==> config.mk <==
export PLATFORM = sky130hd
export DESIGN_NAME = mem_arbiter
export DESIGN_NICKNAME = d
export VERILOG_FILES = /design/src/rtl/raisin64_mem_pkg.sv /design/src/rtl/mem_arb_pick.sv /design/src/rtl/mem_arbiter.sv
export SDC_FILE = /design/constraint.sdc
export NUM_CORES = 1
export LEC_CHECK = 0
export ABC_AREA = 0
export BUFFER_PORTS_ARGS = -buffer_cell sky130_fd_sc_hd__clkbuf_2
export CAP_MARGIN = 20
export CORE_AREA = 2 2 205 207
export CTS_BUF_LIST = sky130_fd_sc_hd__clkbuf_16
export DETAILED_ROUTE_END_ITERATION = 7
export DIE_AREA = 0 0 207 209
export PLACE_DENSITY = 0.39
export SYNTH_ARGS = -nofsm -noshare
export SYNTH_HDL_FRONTEND = slang
export SYNTH_SLANG_ARGS = --single-unit
==> constraint.sdc <==
create_clock -name clk -period 3.9 [get_ports clk]
set_clock_uncertainty 0.05 [all_clocks]
set_input_delay 0 -clock clk [delete_from_list [all_inputs] [get_ports clk]]
set_output_delay 0 -clock clk [all_outputs]
set_load 0.05 [all_outputs]
==> src/rtl/raisin64_mem_pkg.sv <==
// raisin64_mem_pkg: shared state type, port IDs and word geometry for the test-RAM arbiter.
package raisin64_mem_pkg;

    localparam int unsigned WORD_BYTES = 8;

    localparam logic PORT_I = 1'b0;
    localparam logic PORT_D = 1'b1;

    typedef enum logic [1:0] {
        IDLE,
        ISSUE,
        RESP
    } arb_state_t;

    // Highest legal start address: the whole 8-byte word must fit inside the RAM.
    function automatic logic [63:0] last_word_addr(input int unsigned ram_bytes);
        return 64'(ram_bytes - WORD_BYTES);
    endfunction

endpackage

==> src/rtl/mem_arb_pick.sv <==
// mem_arb_pick: combinational I/D winner selection for mem_arbiter.
// MEM_ARB_RR_EN selects round-robin via `prio`; otherwise D has fixed priority over I.
module mem_arb_pick
    import raisin64_mem_pkg::*;
(
    input  logic elig_i,
    input  logic elig_d,
`ifdef MEM_ARB_RR_EN
    input  logic prio,
`endif
    output logic gnt_valid,
    output logic gnt_port
);

    always_comb begin
        gnt_valid = elig_i | elig_d;
        gnt_port  = PORT_D;
`ifdef MEM_ARB_RR_EN
        // prio names the port favoured on a tie, i.e. the one not granted last.
        if (elig_i && elig_d) begin
            gnt_port = prio;
        end else if (elig_i) begin
            gnt_port = PORT_I;
        end
`else
        if (elig_i && !elig_d) begin
            gnt_port = PORT_I;
        end
`endif
    end

endmodule

==> src/rtl/mem_arbiter.sv <==
// mem_arbiter: shares the single-port 64-bit test RAM between the I-fetch and D load/store ports.
// Define MEM_ARB_RR_EN for round-robin arbitration; the default build uses fixed D-over-I priority.
module mem_arbiter
    import raisin64_mem_pkg::*;
#(
    parameter int unsigned RAM_BYTES = 4096
) (
    input  logic        clk,
    input  logic        rst,
    input  logic        i_req,
    input  logic [63:0] i_addr,
    output logic        i_ack,
    output logic [63:0] i_rdata,
    output logic        i_err,
    input  logic        d_req,
    input  logic        d_we,
    input  logic [63:0] d_addr,
    input  logic [63:0] d_wdata,
    output logic        d_ack,
    output logic [63:0] d_rdata,
    output logic        d_err,
    output logic        ram_cs,
    output logic        ram_we,
    output logic [63:0] ram_addr,
    output logic [63:0] ram_wdata,
    input  logic [63:0] ram_rdata
);

    localparam logic [63:0] ADDR_LIMIT = last_word_addr(RAM_BYTES);

    arb_state_t  state;
    arb_state_t  state_next;

    logic        grant_q;
    logic        we_q;
    logic        err_q;
    logic        from_resp_q;
    logic [63:0] addr_q;
    logic [63:0] wdata_q;

    logic        elig_i;
    logic        elig_d;
    logic        pick_valid;
    logic        pick_port;
    logic        req_we;
    logic        req_ok;
    logic [63:0] req_addr;
    logic [63:0] req_wdata;

    // The port acked in the previous cycle still shows its falling req, so skip it once.
    always_comb begin
        elig_i    = i_req && !(from_resp_q && (grant_q == PORT_I));
        elig_d    = d_req && !(from_resp_q && (grant_q == PORT_D));
        req_addr  = (pick_port == PORT_D) ? d_addr : i_addr;
        req_wdata = (pick_port == PORT_D) ? d_wdata : '0;
        req_we    = (pick_port == PORT_D) && d_we;
        req_ok    = (req_addr <= ADDR_LIMIT);
    end

`ifdef MEM_ARB_RR_EN
    logic prio_q;

    always_ff @(posedge clk or posedge rst) begin
        if (rst) begin
            prio_q <= PORT_D;
        end else if (state == IDLE && pick_valid) begin
            prio_q <= ~pick_port;
        end
    end

    mem_arb_pick u_pick (
        .elig_i    (elig_i),
        .elig_d    (elig_d),
        .prio      (prio_q),
        .gnt_valid (pick_valid),
        .gnt_port  (pick_port)
    );
`else
    mem_arb_pick u_pick (
        .elig_i    (elig_i),
        .elig_d    (elig_d),
        .gnt_valid (pick_valid),
        .gnt_port  (pick_port)
    );
`endif

    always_ff @(posedge clk or posedge rst) begin
        if (rst) begin
            state <= IDLE;
        end else begin
            state <= state_next;
        end
    end

    always_comb begin
        state_next = state;
        case (state)
            IDLE: begin
                if (pick_valid) begin
                    state_next = req_ok ? ISSUE : RESP;
                end
            end
            ISSUE:   state_next = RESP;
            RESP:    state_next = IDLE;
            default: state_next = IDLE;
        endcase
    end

    always_ff @(posedge clk or posedge rst) begin
        if (rst) begin
            grant_q     <= PORT_D;
            we_q        <= 1'b0;
            err_q       <= 1'b0;
            addr_q      <= '0;
            wdata_q     <= '0;
            from_resp_q <= 1'b0;
        end else begin
            from_resp_q <= (state == RESP);
            if (state == IDLE && pick_valid) begin
                grant_q <= pick_port;
                we_q    <= req_we;
                err_q   <= !req_ok;
                addr_q  <= req_addr;
                wdata_q <= req_wdata;
            end
        end
    end

    // Outputs decode the state register directly so reset drops ram_cs without waiting for a clock.
    always_comb begin
        ram_cs  = (state == ISSUE);
        ram_we  = (state == ISSUE) && we_q;
        i_ack   = (state == RESP) && (grant_q == PORT_I);
        d_ack   = (state == RESP) && (grant_q == PORT_D);
        i_err   = i_ack && err_q;
        d_err   = d_ack && err_q;
        i_rdata = (i_ack && !err_q) ? ram_rdata : '0;
        d_rdata = (d_ack && !err_q && !we_q) ? ram_rdata : '0;
    end

    assign ram_addr  = addr_q;
    assign ram_wdata = wdata_q;

endmodule

==> impl_metrics.yaml, run 1 <==
cts:
  cts_made_buffers: 17
  worstSkewPairLatency_ps: 450
  cts_root_buf: "clkbuf_16"
  clkSinkCount: 134
  clk_path_buf_depth: 2
  post_cts_resize_count: 0
  cts.clk_slew.worst_paths_ps: 70
  htreeDepth: 4
  ctsHoldBuffers: 194
  cts_tree: "done"
  postCtsSetupRepairBufs: 0
setup_path:
  cp.depth: 5
  cp-startpoint: "state[0]$_DFFE_PP0P_"
  cpMaxStageDelayCell: "nor2b_4"
  rr_worst_depth: 7
  reg2reg_slack_ps: 950
  crit_chain: "nor2b_1 > nor2b_1 > nor2b_4 > and2_1 > clkbuf_2"
  crit_path_max_fanout: 64
  reg2reg_from: "grant_q$_DFFE_PP1P_"
  cp-end-kind: "output pin"
  critPathArrivalTime_ps: 2910
  start_kind: "flip-flop"
  worstSetupEndpoint: "i_rdata[32]"
  critPathBufInv: 1
  required_ps: 3850
  crit_family: "simple AND/OR/NAND/NOR gates"
  cp_common_cell: "nor2b_1"
  slowest_delay_ps: 900
  rr_endpoint: "ram_addr[53]$_DFFE_PP0P_"
  crit_type: "flip-flop to output pin"
power:
  power_switching_mw: 5.048
  clockPowerShare_pct: 16.6
  p_per_area_nw_per_um2: 771.6
  totalPowerFinal_mw: 9.646
  ir_worst_vdd_mv: 0.3739
  intPower_mw: 4.598
  p_comb_share_pct: 58.3
  swShare_pct: 52.33
  leakage_nw: 6.452
  p_seq_share_pct: 25.1
timing:
  setup_violations: 0
  worst_slack_ps: 940.6
  clock.fmax_mhz: 337.9
  slew_headroom_pct: 30.37
  fin_crit_ps: 2959
  slew_violations: 0
  finalHoldViolations: 0
  rsz0062_at_grt: "false"
  finalCritPeriodShare_pct: 75.88
  finalSetupTns_ps: 0
  tightest_slew_ps: 1042
global_routing:
  grt_pass1_wl_um: 56770
  grt_pass1_vias: 8675
  grt_start_max_net_pins: 99
  antenna_found_initial: 17
  grt_overflow: 0
  grt_usage_pct: 17.78
place:
  place_area_um2: 9981
  hpwl_um: 30600
  gp_congestion: 0.8858
  portBuffers: 522
  post-place-ws_ps: 1383
routing:
  viasPerCell: 4.184
  drtAntennaViolNets: 0
  drt_iter0_drc: 479
  drtPass1Iterations: 5
  wl_um: 39070
  wl_per_cell_um: 18.66
  vias: 8762
  drc: 0
layout:
  layout.nets: 1797
  fin_util_pct: 30.28
  drive_gt1_share_pct: 36.91
  area_growth_syn_to_layout_pct: 82.50
  fin_area_um2: 12500
synthesis:
  synth_area_um2: 6850
  yosys.area.top_type: "dfrtp_1"
  synth-edff-count: 0
  yosys.cell_types.count: 30
  ys.flop_type: "dfrtp_1"
  synth.yosys.warnings: 0
  synth_cells: 853
  synth.top_cell.area_share_pct: 48.58
  avgSynthCellArea_um2: 8.031
  synthTopCellsByArea: "dfrtp_1 (49%), nand2_1 (15%), and2_1 (12%)"
  ys_seq_area_share_pct: 48.97
  syn_nets: 1114
  synth_seq_cells: 134
  synthArstFlopShare_pct: 100.0
die:
  pin_count: 523
  design.core.area_um2: 41290
  fp.dieW_um: 207
  initial_utilization_pct: 16.59
  die_area_um2: 43260
  num_rows: 75
  die_h_um: 209
flow_run:
  max_cap_violations: 0
status:
  run_status: "completed"
hold_path:
  hp-class: "primary input to flip-flop"
## area by class of cell
class,instances,area (µm²)
fillers,4571,28790
repair buffers,727,4662
flip-flops and latches,134,3354
multi-input cells,654,3219
well taps,539,674.4
clock buffers,17,425.4
clock inverters,13,133.9
diodes,8,20.02
inverters,2,12.51
## cells in the final DEF (no fill, tap or decap), types with 2 or more instances in the layout
cell           instances
clkbuf_2             522
nand2_1              266
dlygate4sd3_1        194
dfrtp_1              133
and2_1               132
nand3_1               69
nor2_1                67
a31oi_1               64
nor4_1                30
clkbuf_16             17
buf_4                  9
diode_2                8
clkinvlp_4             5
nor3_1                 4
nand4_1                4
nor2b_1                3
inv_6                  3
clkinv_2               3
o21ai_0                2
bufinv_16              2
buf_12                 2
## per-layer routing
metal  global-route usage, %  vias to the layer above  part of all wire, %
li1                        -                     4184                    -
met1                   18.42                     4137                   36
met2                   33.26                      377                   54
met3                   4.343                       64                  5.7
met4                   8.867                        0                  4.3
met5                       0                        -                    0
## worst reg2reg max path: cells and delay by family (launching register included)
family / cells / cell delay [ps]
AND/OR/NAND/NOR: 2 / 670
buffers and inverters: 2 / 970
multiplexers: 1 / 80
AO/OA/AOI/OAI: 2 / 530
flip-flops: 1 / 570
## flip-flops by register name, indices dropped and copies added (netlist names)
| name | flops |
|---|---|
| state | 2 |
| from_resp_q | 1 |
| ram_addr | 64 |
| ram_wdata | 64 |
| grant_q | 1 |
| we_q | 1 |
| err_q | 1 |
## metrics by stage
step	hold WS (ps)	instances
global placement	170.7	1862
CTS	55.62	2086
floorplan	82.69	853
global route	136.0	2092
detailed placement	175.6	1862
finish	53.73	2094
## cell families after synthesis
family	share of synthesized area [%]
compound gates	6.667
buf+inv	4.493
mux	0.3105
flops	48.97
simple gates	39.56
## synthesized netlist by cell type, drive strengths merged, types with 2 or more instances
cell type,n
nor4,30
nand4,4
buf,31
and2,132
clkbuf,32
nor3,4
nand3,69
inv,2
a31oi,64
o21ai,3
nor2,68
nor2b,4
nand2,266
dfrtp,133
## how the worst min path moves through the flow
| stage | start | cells after the start | end | slack [ps] |
|---|---|---|---|---|
| 6_report | d_addr[62] | 6 | state[0]$_DFFE_PP0P_ | 50 |
| 5_1_grt | d_addr[62] | 6 | state[0]$_DFFE_PP0P_ | 140 |
| 4_1_cts | d_addr[62] | 6 | state[0]$_DFFE_PP0P_ | 60 |
| 3_5_place_dp | d_wdata[5] | 3 | ram_wdata[5]$_DFFE_PP0P_ | 180 |
| 3_3_place_gp | d_wdata[52] | 3 | ram_wdata[52]$_DFFE_PP0P_ | 170 |
| 2_1_floorplan | d_wdata[0] | 2 | ram_wdata[0]$_DFFE_PP0P_ | 80 |
## power groups by stage
stage / clock (mW) / sequential [mW] / combinational, mW
global route: 1.72 / 2.50 / 5.98
floorplan: 0 / 4.60 / 1.41
global placement: 0 / 2.43 / 4.98
CTS: 1.66 / 2.43 / 5.65
detailed placement: 0 / 2.44 / 4.98
finish: 1.61 / 2.42 / 5.62
Note: power is estimated with default switching activity, not from simulation.
==> run 2: changes to the inputs <==
- CORE_AREA: 2 2 205 207 -> 2 2 203 205
- DIE_AREA: 0 0 207 209 -> 0 0 205 207
- PLACE_DENSITY: 0.39 -> 0.41
- clock period: 3.9 -> 2.45 ns (I/O delays scaled with it)
==> run 2 against run 1 <==
  * Hold slack better by 4.2 ps
  * Non-clock buffer count rose by 5
  * Routed wire length fell by 4.7%
  * Register-to-register slack got worse by 900 ps
  * Critical path depth rose by 1
  * Via count fell by 0.49%
  * Sequential power rose by 59%
  * Global-route usage fell by 0.37 points
  * Total power rose by 55%
  * Setup slack worse by 890 ps
  * Combinational power up 48%
==> impl_metrics.yaml, run 2 (synthesis results as in run 1) <==
setup_path:
  crit_chain: "and2_1 > o21a_2 > buf_6 > nand2_1 > a31oi_1 > dlygate4sd3_1"
  cpMaxStageDelayCell: "dlygate4sd3_1"
  rr_worst_depth: 6
  crit_type: "flip-flop to flip-flop"
  reg2reg_from: "grant_q$_DFFE_PP1P_"
  required_ps: 2770
  reg2reg_slack_ps: 50
  rr_endpoint: "ram_addr[56]$_DFFE_PP0P_"
  slowest_delay_ps: 590
  start_kind: "flip-flop"
  cp-end-kind: "flip-flop"
  crit_path_max_fanout: 36
  critPathArrivalTime_ps: 2720
layout:
  area_growth_syn_to_layout_pct: 87.65
  layout_common_cells: "clkbuf_2 (511), nand2_1 (266), dlygate4sd3_1 (194)"
  drive_gt1_share_pct: 37.09
  final_common_cell: "clkbuf_2"
  fillerInstances: 4356
  layout.nets: 1802
  multi_input_area_um2: 3222
  seqCellArea_um2: 3354
routing:
  drtPass1Iterations: 8
  drt_iter0_drc: 445
  drc: 0
  wl_per_cell_um: 17.78
  drtAntennaViolNets: 0
  vias: 8719
  wl_um: 37250
  viasPerCell: 4.162
timing:
  fin_crit_ps: 2400
  tightest_slew_ps: 763.7
  setup_violations: 0
  fin_hold_ws_ps: 57.98
  slew_headroom_pct: 49.08
  rsz0062_at_grt: "true"
  finalCritPeriodShare_pct: 97.95
  finalHoldViolations: 0
  slew_violations: 0
  clock.fmax_mhz: 416.7
die:
  design.core.area_um2: 40370
  num_rows: 74
  die_area_um2: 42440
  pin_count: 523
  die_h_um: 207
  initial_utilization_pct: 16.97
  fp.dieW_um: 205
global_routing:
  grt_pass1_wl_um: 55390
  grt_usage_pct: 17.41
  grt_overflow: 0
  grt_pass1_vias: 8939
  grt_start_max_net_pins: 80
  antenna_found_initial: 16
cts:
  cts_tree: "done"
  clkSinkCount: 134
  htreeDepth: 4
  cts_root_buf: "clkbuf_16"
  cts_made_buffers: 17
  cts.clk_slew.worst_paths_ps: 60
  worstSkewPairLatency_ps: 430
  clk_path_buf_depth: 2
power:
  ir_worst_vdd_mv: 0.6002
  p_per_area_nw_per_um2: 1167
  leakage_nw: 6.610
  totalPowerFinal_mw: 15.00
hold_path:
  hold_path_end: "grant_q$_DFFE_PP1P_"
  hp-class: "primary input to flip-flop"
  hold_start: "i_req"
  holdPathStages: 3
place:
  hpwl_um: 28870
  gp_congestion: 0.8598
  portBuffers: 522
flow_run:
  max_cap_violations: 0
status:
  run_status: "completed"
[run 2: changes by cell type in the layout (fill, tap and decap cells not counted), sizes merged]
cell      previous run  this run
buf                 11        26
diode                8        10
clkinvlp             5         3
clkinv               4         6
inv                  4         2
clkbuf             539       529
bufinv               2         5
[run 2: routing by layer]
| metal | global-route usage [%] | vias to the layer above | share of wire, % |
|---|---|---|---|
| met2 | 33.06 | 379 | 54 |
| met1 | 18.23 | 4086 | 37 |
| li1 | - | 4193 | - |
| met5 | 0 | - | 0 |
| met3 | 4.185 | 61 | 6.3 |
| met4 | 6.624 | 0 | 2.9 |
[run 2: worst max-delay path by stage]
stage / start / to / slack, ps / depth (start not counted)
after detailed placement: grant_q$_DFFE_PP1P_ / err_q$_DFFE_PP0P_ / 360 / 5
after floorplan: state[0]$_DFFE_PP0P_ / i_rdata[10] / 40 / 6
final: grant_q$_DFFE_PP1P_ / ram_addr[56]$_DFFE_PP0P_ / 50 / 6
after CTS: grant_q$_DFFE_PP1P_ / ram_addr[56]$_DFFE_PP0P_ / 20 / 6
after global routing: grant_q$_DFFE_PP1P_ / ram_addr[19]$_DFFE_PP0P_ / -70 / 6
after global placement: grant_q$_DFFE_PP1P_ / err_q$_DFFE_PP0P_ / 380 / 5
[run 2: layout make-up]
cell class	instances	share of cell area (%)
Timing Repair Buffer	732	38.46
Sequential cell	134	26.10
Multi-Input combinational cell	654	25.06
Tap cell	532	5.178
Clock buffer	17	3.309
Clock inverter	14	1.616
Antenna cell	10	0.1947
Inverter	2	0.08760
[run 2: power by group]
| part | switching [mW] | internal [mW] |
|---|---|---|
| clock network | 1.05 | 1.79 |
| logic | 6.27 | 2.03 |
| registers | 0.586 | 3.26 |
[run 2: worst max-delay path, delay by kind of cell (launching register included)]
family | cells | cell delay (ps)
buffers and inverters | 2 | 910
AOI/OAI and AO/OA | 2 | 460
and+or+nand+nor | 2 | 330
DFF | 1 | 580
[run 2: repair_timing]
item	4_1_cts	5_1_grt
setup buffers	0	0
endpoints found under the hold margin	263	0
gates resized for setup	0	4
setup endpoints to repair	0	56
hold buffers	194	0
[run 2: metrics by stage]
stage	utilization, %	std cells	setup TNS (ps)	setup WS [ps]	instance area, µm²
floorplan	-	853	0	44.89	6854
global placement	25.38	1860	0	375.0	10250
detailed placement	25.38	1860	0	364.5	10250
CTS	31.76	2085	0	22.50	12820
global route	31.84	2094	-228.1	-74.86	12850
finish	31.84	2095	0	50.14	12850
